$ cat src/rtl/ddr_pi_code_stepper.sv
// PI code/enable/gear sequencer: walks the code one LSB per step with a programmable dwell.
// `define DDR_PI_STEP_WRAP_EN for shortest-circular-path stepping; otherwise linear, non-wrapping.
module ddr_pi_code_stepper #(
  parameter int                CODE_W   = 6,
  parameter int                DWELL_W  = 8,
  parameter int                SETTLE_W = 8,
  parameter int                GEAR_W   = 4,
  parameter logic [CODE_W-1:0] RST_CODE = '0
) (
  input  logic                i_clk,
  input  logic                i_rst,
  input  logic                i_en,
  input  logic [GEAR_W-1:0]   i_gear,
  input  logic [SETTLE_W-1:0] i_settle,
  input  logic [DWELL_W-1:0]  i_dwell,
  input  logic                i_req,
  input  logic [CODE_W-1:0]   i_tgt_code,
  output logic                o_ack,
  output logic                o_done,
  output logic                o_busy,
  output logic                o_ready,
  output logic                o_pi_en,
  output logic [GEAR_W-1:0]   o_pi_gear,
  output logic [CODE_W-1:0]   o_pi_code
);

  localparam int CNT_W = (SETTLE_W > DWELL_W) ? SETTLE_W : DWELL_W;

  typedef enum logic [2:0] {OFF, SETTLE, IDLE, STEP, DWELL} state_t;

  state_t             state;
  logic [CNT_W-1:0]   cnt;
  logic [CODE_W-1:0]  tgt;
  logic               step_up;
  logic [CODE_W-1:0]  next_code;

`ifdef DDR_PI_STEP_WRAP_EN
  logic [CODE_W-1:0]  diff;

  // Half-way distance (MSB set, rest zero) resolves upward.
  always_comb begin
    diff      = tgt - o_pi_code;
    step_up   = ~diff[CODE_W-1] | (diff[CODE_W-2:0] == '0);
    next_code = step_up ? o_pi_code + CODE_W'(1) : o_pi_code - CODE_W'(1);
  end
`else
  always_comb begin
    step_up   = tgt > o_pi_code;
    next_code = step_up ? o_pi_code + CODE_W'(1) : o_pi_code - CODE_W'(1);
  end
`endif

  always_ff @(posedge i_clk) begin
    if (i_rst) begin
      state     <= OFF;
      cnt       <= '0;
      tgt       <= RST_CODE;
      o_ack     <= 1'b0;
      o_done    <= 1'b0;
      o_busy    <= 1'b0;
      o_ready   <= 1'b0;
      o_pi_en   <= 1'b0;
      o_pi_gear <= '0;
      o_pi_code <= RST_CODE;
    end else begin
      o_ack  <= 1'b0;
      o_done <= 1'b0;
      // Disable aborts any move and drops pending requests; the code is held.
      if (!i_en && state != OFF) begin
        state   <= OFF;
        cnt     <= '0;
        o_busy  <= 1'b0;
        o_ready <= 1'b0;
        o_pi_en <= 1'b0;
      end else begin
        case (state)
          OFF: begin
            o_pi_gear <= i_gear;
            if (i_en) begin
              state   <= SETTLE;
              cnt     <= CNT_W'(i_settle);
              o_pi_en <= 1'b1;
            end
          end
          SETTLE: begin
            if (cnt == '0) begin
              state   <= IDLE;
              o_ready <= 1'b1;
            end else begin
              cnt <= cnt - CNT_W'(1);
            end
          end
          IDLE: begin
            if (i_req) begin
              state   <= STEP;
              tgt     <= i_tgt_code;
              o_ack   <= 1'b1;
              o_busy  <= 1'b1;
              o_ready <= 1'b0;
            end
          end
          STEP: begin
            if (o_pi_code == tgt) begin
              state   <= IDLE;
              o_done  <= 1'b1;
              o_busy  <= 1'b0;
              o_ready <= 1'b1;
            end else begin
              o_pi_code <= next_code;
              if (next_code == tgt) begin
                state   <= IDLE;
                o_done  <= 1'b1;
                o_busy  <= 1'b0;
                o_ready <= 1'b1;
              end else if (i_dwell != '0) begin
                state <= DWELL;
                cnt   <= CNT_W'(i_dwell);
              end
            end
          end
          DWELL: begin
            // Loaded with D, so STEP resumes after exactly D idle cycles.
            cnt <= cnt - CNT_W'(1);
            if (cnt <= CNT_W'(1)) state <= STEP;
          end
          default: state <= OFF;
        endcase
      end
    end
  end

endmodule

$ cat config.mk
export PLATFORM = sky130hd
export DESIGN_NAME = ddr_pi_code_stepper
export DESIGN_NICKNAME = d
export VERILOG_FILES = /design/src/rtl/ddr_pi_code_stepper.sv
export SDC_FILE = /design/constraint.sdc
export NUM_CORES = 1
export LEC_CHECK = 0
export CAP_MARGIN = 20
export CORE_MARGIN = 2
export CORE_UTILIZATION = 25
export CTS_BUF_LIST = sky130_fd_sc_hd__clkbuf_4
export CTS_CLUSTER_SIZE = 14
export DETAILED_ROUTE_END_ITERATION = 6
export PLACE_DENSITY = 0.47
export SYNTH_ARGS = -nofsm -noshare
export SYNTH_HDL_FRONTEND = slang
export SYNTH_SLANG_ARGS = --single-unit
$ cat constraint.sdc
create_clock -name i_clk -period 3.6 [get_ports i_clk]
set_clock_uncertainty 0.15 [all_clocks]
set_input_delay 0.54 -clock i_clk [delete_from_list [all_inputs] [get_ports i_clk]]
set_output_delay 0.54 -clock i_clk [all_outputs]
set_load 0.005 [all_outputs]
==> metrics.md, run 1 <==
| Metric | Value |
|---|---|
| Crit path cell chain | inv_1 > ha_1 > and4_4 > and3_4 > a31oi_4 > inv_2 > buf_4 > ha_4 > buf_4 > a21oi_4 > xnor3_2 > buf_4 > or4_4 > nand4_1 > o31ai_4 |
| FP Rows | 34 |
| Leak Pwr | 1.33 nW |
| Total CTS buffers | 5 |
| Die area | 9810 um2 |
| DPL Wire Length | 5220 um |
| Via/cell ratio | 4.98 |
| Startpoint types | register |
| Syn Inst Count | 273 |
| DR WL/cell | 15.4 um |
| Max Cap Violations | 0 |
| Slew Limit Fails | 0 |
| Synth unique cells | 57 |
| PwrDens | 543 nW/um2 |
| Mapped Nets | 318 |
| Fillers | 925 |
| Post-synth top flop | dfxtp_1 |
| CTS tree | done |
| Pint | 0.000995 W |
| Hold Path Cell Cnt | 2 |
| Number of global-route vias before repair | 2,245 |
| Final Cycle Share | 96.7% |
| Initial antenna violation count | 0 |
| Endpoints failing hold | 0 |
| Psw | 0.000778 W |
| Final worst path period need | 3.48 ns |
| CP startpoint | o_pi_code[5] |
| Hold Crit Class | reg -> reg |
| Worst path max stage delay | 0.51 ns |
| Worst-Skew Late Latency | 0.33 ns |
| Share of cells above drive strength 1 | 23.3% |
| Worst Hold End | o_pi_gear[3] |
| Finished Layout Cells | 456 |
| DIE WIDTH | 99.1 um |
| Pre-CTS setup slack | -0.0871 ns |
| Sequential area share after synthesis | 28.3% |
| Worst Tran Pin Value | 0.750 ns |
| Relative slew margins | 50.0% |
| Die Ht | 99.1 um |
| Mapped Area | 2260 um2 |
| Final setup fails | 0 |
| Placed cell area | 3020 um2 |
| Number of flops mapped to enable cells by yosys | 0 |
| Cells on worst reg2reg path | 15 |
| Status | finished clean |
| CP Data Arrival Time | 3.55 ns |
| First-pass GRT wire length | 11,400 um |
| Switch share | 43.9% |
| Fin worst setup slack | 0.117 ns |
| PortBufs | 44 |
| Ys async rst share | 0% |
| DRT Wirelength | 7020 um |
| CP endpoint kind | register |
| Fmax | 287 MHz |
| Most common cell on crit path | buf_4 |
| CP top delay family | simple AND/OR/NAND/NOR gates |
| Highest-count cells in the layout ignoring fill and taps | clkdlybuf4s50_1 (44), buf_4 (34), nor2_1 (33) |
| Area Growth Syn to Fin | 44.6% |
| Placed cells | 444 |
| Critical-path top delay cell | or4_4 |
| Pin count of the biggest net entering global routing | 26 |
| Most common cell after layout, fill and taps aside | clkdlybuf4s50_1 |
| Worst IR Drop VDD | 221 uV |
| R2R setup slack | 0.12 ns |
| Yosys reg bits | 32 |
| Drt first pass iters | 4 |
| Clock power frac | 12.1% |
| DRC viols | 0 |
| Logic pwr share | 59.5% |
| Reg-to-Reg End | cnt[1] |
| Worst Path Buf+Inv | 5 |
| Ys Warns | 0 |
| Total gr overflow | 0 |
| Clock-pin slew on the worst setup and hold paths | 0.10 ns |
| Tot GR Track Use | 14.3% |
| Ant. Diodes | 0 |
| Final net count | 392 |
| Share of power burned in registers | 28.5% |
| Core Area | 8760 um2 |
| Vias | 2,270 |
| CP Max Fanout | 4 |
| WP data required | 3.67 ns |
| H-tree depth | 2 |
| Clk buf depth | 2 |
| Post-route ant nets | 0 |
| Hold buffer count at cts | 0 |
| Reg2reg start | o_pi_code[5] |
| I/O Pins | 45 |
| Critical path class | reg -> reg |
| First DRT Iteration DRCs | 114 |
| Clk sinks | 32 |
| Post-route cell area | 3270 um2 |
| Avg Inst Size Synth | 8.28 um2 |
| Starting Density | 25.8% |
| Hold_sp | o_pi_gear[3] |
| Root Buffer | clkbuf_4 |
| RD Place Congestion | 0.870 |
-- metal layers --
layer	track usage [%]	share of wire, %	vias up
li1	-	-	1150
met3	3.90	5.9	10
met1	19.8	49	1053
met2	21.5	43	57
met4	4.64	2.0	0
met5	0	0	-
-- sequential cells by signal (all words and copies together) (netlist names) --
name and count:
o_busy 1, o_ack 1, o_pi_code 6, cnt 8, state 3, o_pi_en 1, tgt 6, o_ready 1
o_pi_gear 4, o_done 1
-- power by group through the flow --
stage | Sequential (W) | Combinational [W] | Clock (W)
after floorplan | 0.000474 | 0.000685 | 0
after global placement | 0.000511 | 0.000979 | 0
after detailed placement | 0.000511 | 0.000965 | 0
after CTS | 0.000503 | 0.000992 | 0.000229
after global routing | 0.000518 | 0.00116 | 0.000243
final | 0.000505 | 0.00105 | 0.000214
-- per-stage QoR --
stage / total power [W] / setup TNS [ns] / hold slack (ns) / util (%)
global placement: 0.00149 / -0.0297 / 0.325 / 34.5
CTS: 0.00172 / -0.0117 / 0.354 / 35.7
global route: 0.00192 / -0.0269 / 0.368 / 37.3
finish: 0.00177 / 0 / 0.354 / 37.3
floorplan: 0.00116 / 0 / 0.310 / -
detailed placement: 0.00148 / -0.341 / 0.328 / 34.5
-- Yosys cell counts, types with 3 or more instances --
library cell / number / area share [%]
nor2_1: 34 / 5.6
xnor2_1: 10 / 3.9
nor4_1: 4 / 1.1
mux2i_1: 11 / 4.9
o2bb2ai_1: 3 / 1.2
o31ai_1: 3 / 1.0
inv_1: 12 / 2.0
xor2_1: 5 / 1.9
dfxtp_1: 32 / 28
a211oi_1: 6 / 2.0
o21ai_0: 16 / 3.5
nand4_1: 3 / 0.83
nor3_1: 4 / 0.89
o22ai_1: 3 / 0.83
a21oi_1: 17 / 3.8
nand2b_1: 3 / 0.83
a31oi_1: 4 / 1.1
ha_1: 14 / 7.8
a21o_1: 3 / 1.0
clkbuf_1: 8 / 1.3
nand3_1: 9 / 2.0
nand2_1: 16 / 2.7
or3_1: 8 / 2.2
-- area by class of cell --
type,count,area (um2),area share [%]
inverter,13,48.8,1.49
sequential,32,646,19.8
timing repair buffer,79,707,21.6
tap,108,135,4.14
clock inverter,1,3.75,0.115
clock buffer,7,52.6,1.61
multi-input combinational,216,1670,51.2
-- worst max path at each step --
stage / to / cells after the start / slack [ns]
after floorplan: cnt[0] / 14 / 0.05
after global placement: cnt[1] / 15 / -0.03
after detailed placement: cnt[0] / 15 / -0.09
after CTS: cnt[0] / 16 / -0.01
after global routing: cnt[6] / 16 / -0.01
final: cnt[1] / 15 / 0.12
-- tightest hold or removal path, stage by stage, from the launching register on --
cell and delay, ns:
dfxtp_1 0.34, mux2i_1 0.06, nor2_1 0.07
-- cells by family (layout without fill, tap and decap cells) --
family          Yosys count  in the layout  share of synthesized area, %
buf+inv                  25            100                          4.26
xor+xnor                 17             17                          7.92
simple gates             96             96                          22.8
compound gates           76             76                          22.7
flops                    32             32                          28.3
fa+ha+maj                15             15                          8.64
mux                      12             12                          5.37
-- repair_timing --
| action | CTS | global route |
|---|---|---|
| setup endpoints to repair | 9 | 13 |
| gates resized for setup | 8 | 22 |
| pin swaps | 1 | 10 |
| setup buffers | 1 | 3 |
Note: power is estimated with default switching activity, not from simulation.
==> run 2, diff against run 1 <==
--- a/config.mk
+++ b/config.mk
@@ -6,12 +6,14 @@
 export NUM_CORES = 1
 export LEC_CHECK = 0
 export CAP_MARGIN = 20
+export CELL_PAD_IN_SITES_DETAIL_PLACEMENT = 1
+export CELL_PAD_IN_SITES_GLOBAL_PLACEMENT = 2
 export CORE_MARGIN = 2
 export CORE_UTILIZATION = 25
 export CTS_BUF_LIST = sky130_fd_sc_hd__clkbuf_4
 export CTS_CLUSTER_SIZE = 14
 export DETAILED_ROUTE_END_ITERATION = 6
-export PLACE_DENSITY = 0.47
+export PLACE_DENSITY = 0.72
 export SYNTH_ARGS = -nofsm -noshare
 export SYNTH_HDL_FRONTEND = slang
 export SYNTH_SLANG_ARGS = --single-unit
==> metrics.md, run 2 (synthesized netlist as in run 1, its figures left out) <==
| Metric | Value |
|---|---|
| Status | finished clean (unchanged) |
| Die Ht | 99.1 um (unchanged) |
| CP endpoint kind | register (unchanged) |
| Final setup fails | 0 (unchanged) |
| CTS tree | done (unchanged) |
| DPL Wire Length | 5790 um (was 5220 um) |
| Vias | 2,313 (was 2,270) |
| CP Max Fanout | 4 (unchanged) |
| DRC viols | 0 (unchanged) |
| Critical path class | reg -> reg (unchanged) |
| Endpoints failing hold | 0 (unchanged) |
| CP Data Arrival Time | 3.66 ns (was 3.55 ns) |
| Largest register FFs | 8 (unchanged) |
| Drt first pass iters | 4 (unchanged) |
| Fillers | 1,043 (was 925) |
| Final Cycle Share | 98.8% (was 96.7%) |
| First DRT Iteration DRCs | 80 (was 114) |
| Fmax | 281 MHz (was 287 MHz) |
| Number of global-route vias before repair | 2,463 (was 2,245) |
| WP data required | 3.70 ns (was 3.67 ns) |
| Highest-count cells in the layout ignoring fill and taps | clkdlybuf4s50_1 (44), nor2_1 (34), buf_4 (30) (was clkdlybuf4s50_1 (44), buf_4 (34), nor2_1 (33)) |
| First-pass GRT wire length | 12,500 um (was 11,400 um) |
| Relative slew margins | 44.8% (was 50.0%) |
| Hold Slack | 0.356 ns (was 0.354 ns) |
| Overall Power | 0.00175 W (was 0.00177 W) |
| Cells on worst reg2reg path | 15 (unchanged) |
| Starting Density | 25.8% (unchanged) |
| Clock-pin slew on the worst setup and hold paths | 0.12 ns (was 0.10 ns) |
| Post-route ant nets | 0 (unchanged) |
| Hold Path Cell Cnt | 2 (unchanged) |
| I/O Pins | 45 (unchanged) |
| Unrepaired setup endpoints after global routing | true |
| Area Growth Syn to Fin | 43.1% (was 44.6%) |
| Post-route cell area | 3230 um2 (was 3270 um2) |
| Worst-Skew Late Latency | 0.35 ns (was 0.33 ns) |
| Leak Pwr | 1.30 nW (was 1.33 nW) |
| Total gr overflow | 0 (unchanged) |
| Worst IR Drop VDD | 213 uV (was 221 uV) |
| DRT Wirelength | 7830 um (was 7020 um) |
| Tot GR Track Use | 16.0% (was 14.3%) |
| Startpoint types | register (unchanged) |
| Worst Tran Pin Value | 0.823 ns (was 0.750 ns) |
| RD Place Congestion | 0.773 (was 0.870) |
| Ant. Diodes | 0 (unchanged) |
| Share of cells above drive strength 1 | 23.6% (was 23.3%) |
| Multi-input gate area | 1680 um2 (was 1670 um2) |
| PortBufs | 44 (unchanged) |
| Pin count of the biggest net entering global routing | 22 (was 26) |
| Via/cell ratio | 5.13 (was 4.98) |
| Reg area | 648 um2 (was 646 um2) |
| Clk buf depth | 2 (unchanged) |
| Initial antenna violation count | 0 (unchanged) |
| FP Rows | 34 (unchanged) |
| PwrDens | 542 nW/um2 (was 543 nW/um2) |
| H-tree depth | 2 (unchanged) |
| Core Area | 8760 um2 (unchanged) |
| Finished Layout Cells | 451 (was 456) |
| Final net count | 388 (was 392) |
| Largest regs | cnt x8, o_pi_code x6, tgt x6 (unchanged) |
| Slew Limit Fails | 0 (unchanged) |
| Placed cells | 433 (was 444) |
| Hold Crit Class | reg -> reg (unchanged) |
| Die area | 9810 um2 (unchanged) |
| Placed cell area | 2940 um2 (was 3020 um2) |
| Clk sinks | 32 (unchanged) |
| Total CTS buffers | 5 (unchanged) |
| DR WL/cell | 17.4 um (was 15.4 um) |
| Most common cell after layout, fill and taps aside | clkdlybuf4s50_1 (unchanged) |
| Max Cap Violations | 0 (unchanged) |
| Largest Register | cnt (unchanged) |
| Root Buffer | clkbuf_4 (unchanged) |
| DIE WIDTH | 99.1 um (unchanged) |
| Final worst path period need | 3.56 ns (was 3.48 ns) |
run 2: cell types whose count changed in the layout (fill, tap and decap cells not counted), sizes merged:
cell,previous run,this run
buf,35,31
clkbuf,7,5
clkinv,2,3
run 2: path summary, 6_finish.rpt:
check        slack, ns          from  endpoint
max               0.04  o_pi_code[5]    cnt[0]
min               0.36       o_ready   o_ready
max reg2reg       0.04  o_pi_code[5]    cnt[0]
min reg2reg       0.36       o_ready   o_ready
run 2: per-layer routing:
layer / vias up / wire (um) / global-route usage [%]
met5: - / 0 / 0
met4: 0 / 67 / 3.90
met3: 5 / 352 / 3.19
met2: 56 / 3580 / 25.2
met1: 1114 / 3840 / 22.5
li1: 1138 / - / -
run 2: power breakdown:
group | total [W] | internal, W | leakage [nW] | switching (W)
Combinational | 0.00104 | 0.000452 | 1.01 | 0.000584
Clock | 0.000202 | 0.0000682 | 0.0261 | 0.000133
Sequential | 0.000516 | 0.000420 | 0.264 | 0.0000963
Total | 0.00175 | 0.000940 | 1.30 | 0.000814
run 2: through the flow:
stage	setup TNS (ns)	worst slack [ns]	utilization, %
after floorplan	0	0.0476	-
after global placement	-0.359	-0.0730	33.5
after detailed placement	-0.824	-0.143	33.5
after CTS	0	0.00684	35.1
after global routing	-0.618	-0.103	36.9
final	0	0.0426	36.9
run 2: repair_timing:
item,in CTS,in global routing
buffers inserted,5,6
endpoints found under the setup margin,12,13
gates resized for setup,9,24
pin swaps,1,3
hold buffers,0,0
run 2: layout make-up:
class                   instances  share of cell area, %
multi-input cells             216                   52.0
flip-flops and latches         32                   20.0
well taps                     108                   4.18
clock inverters                 2                  0.232
clock buffers                   5                   1.16
inverters                      13                   1.51
repair buffers                 75                   20.9
run 2: worst max-delay path: stages, from the launching register on:
cell     delay, ns
dfxtp_2       0.35
inv_2         0.04
ha_4          0.26
and4_4        0.24
and3_4        0.21
a31oi_4       0.04
buf_6         0.15
fa_2          0.39
xor2_4        0.18
xnor2_2       0.16
nor4b_2       0.28
mux2i_2       0.17
buf_4         0.16
or4_4         0.46
nand4_1       0.14
o31ai_2       0.09
==> run 3, diff against run 2 <==
--- a/config.mk
+++ b/config.mk
@@ -5,6 +5,7 @@
 export SDC_FILE = /design/constraint.sdc
 export NUM_CORES = 1
 export LEC_CHECK = 0
+export ABC_CLOCK_PERIOD_IN_PS = 3600
 export CAP_MARGIN = 20
 export CELL_PAD_IN_SITES_DETAIL_PLACEMENT = 1
 export CELL_PAD_IN_SITES_GLOBAL_PLACEMENT = 2
==> results of run 3 <==
Same layout as run 2: the final DEF is identical, and so are final timing and power.
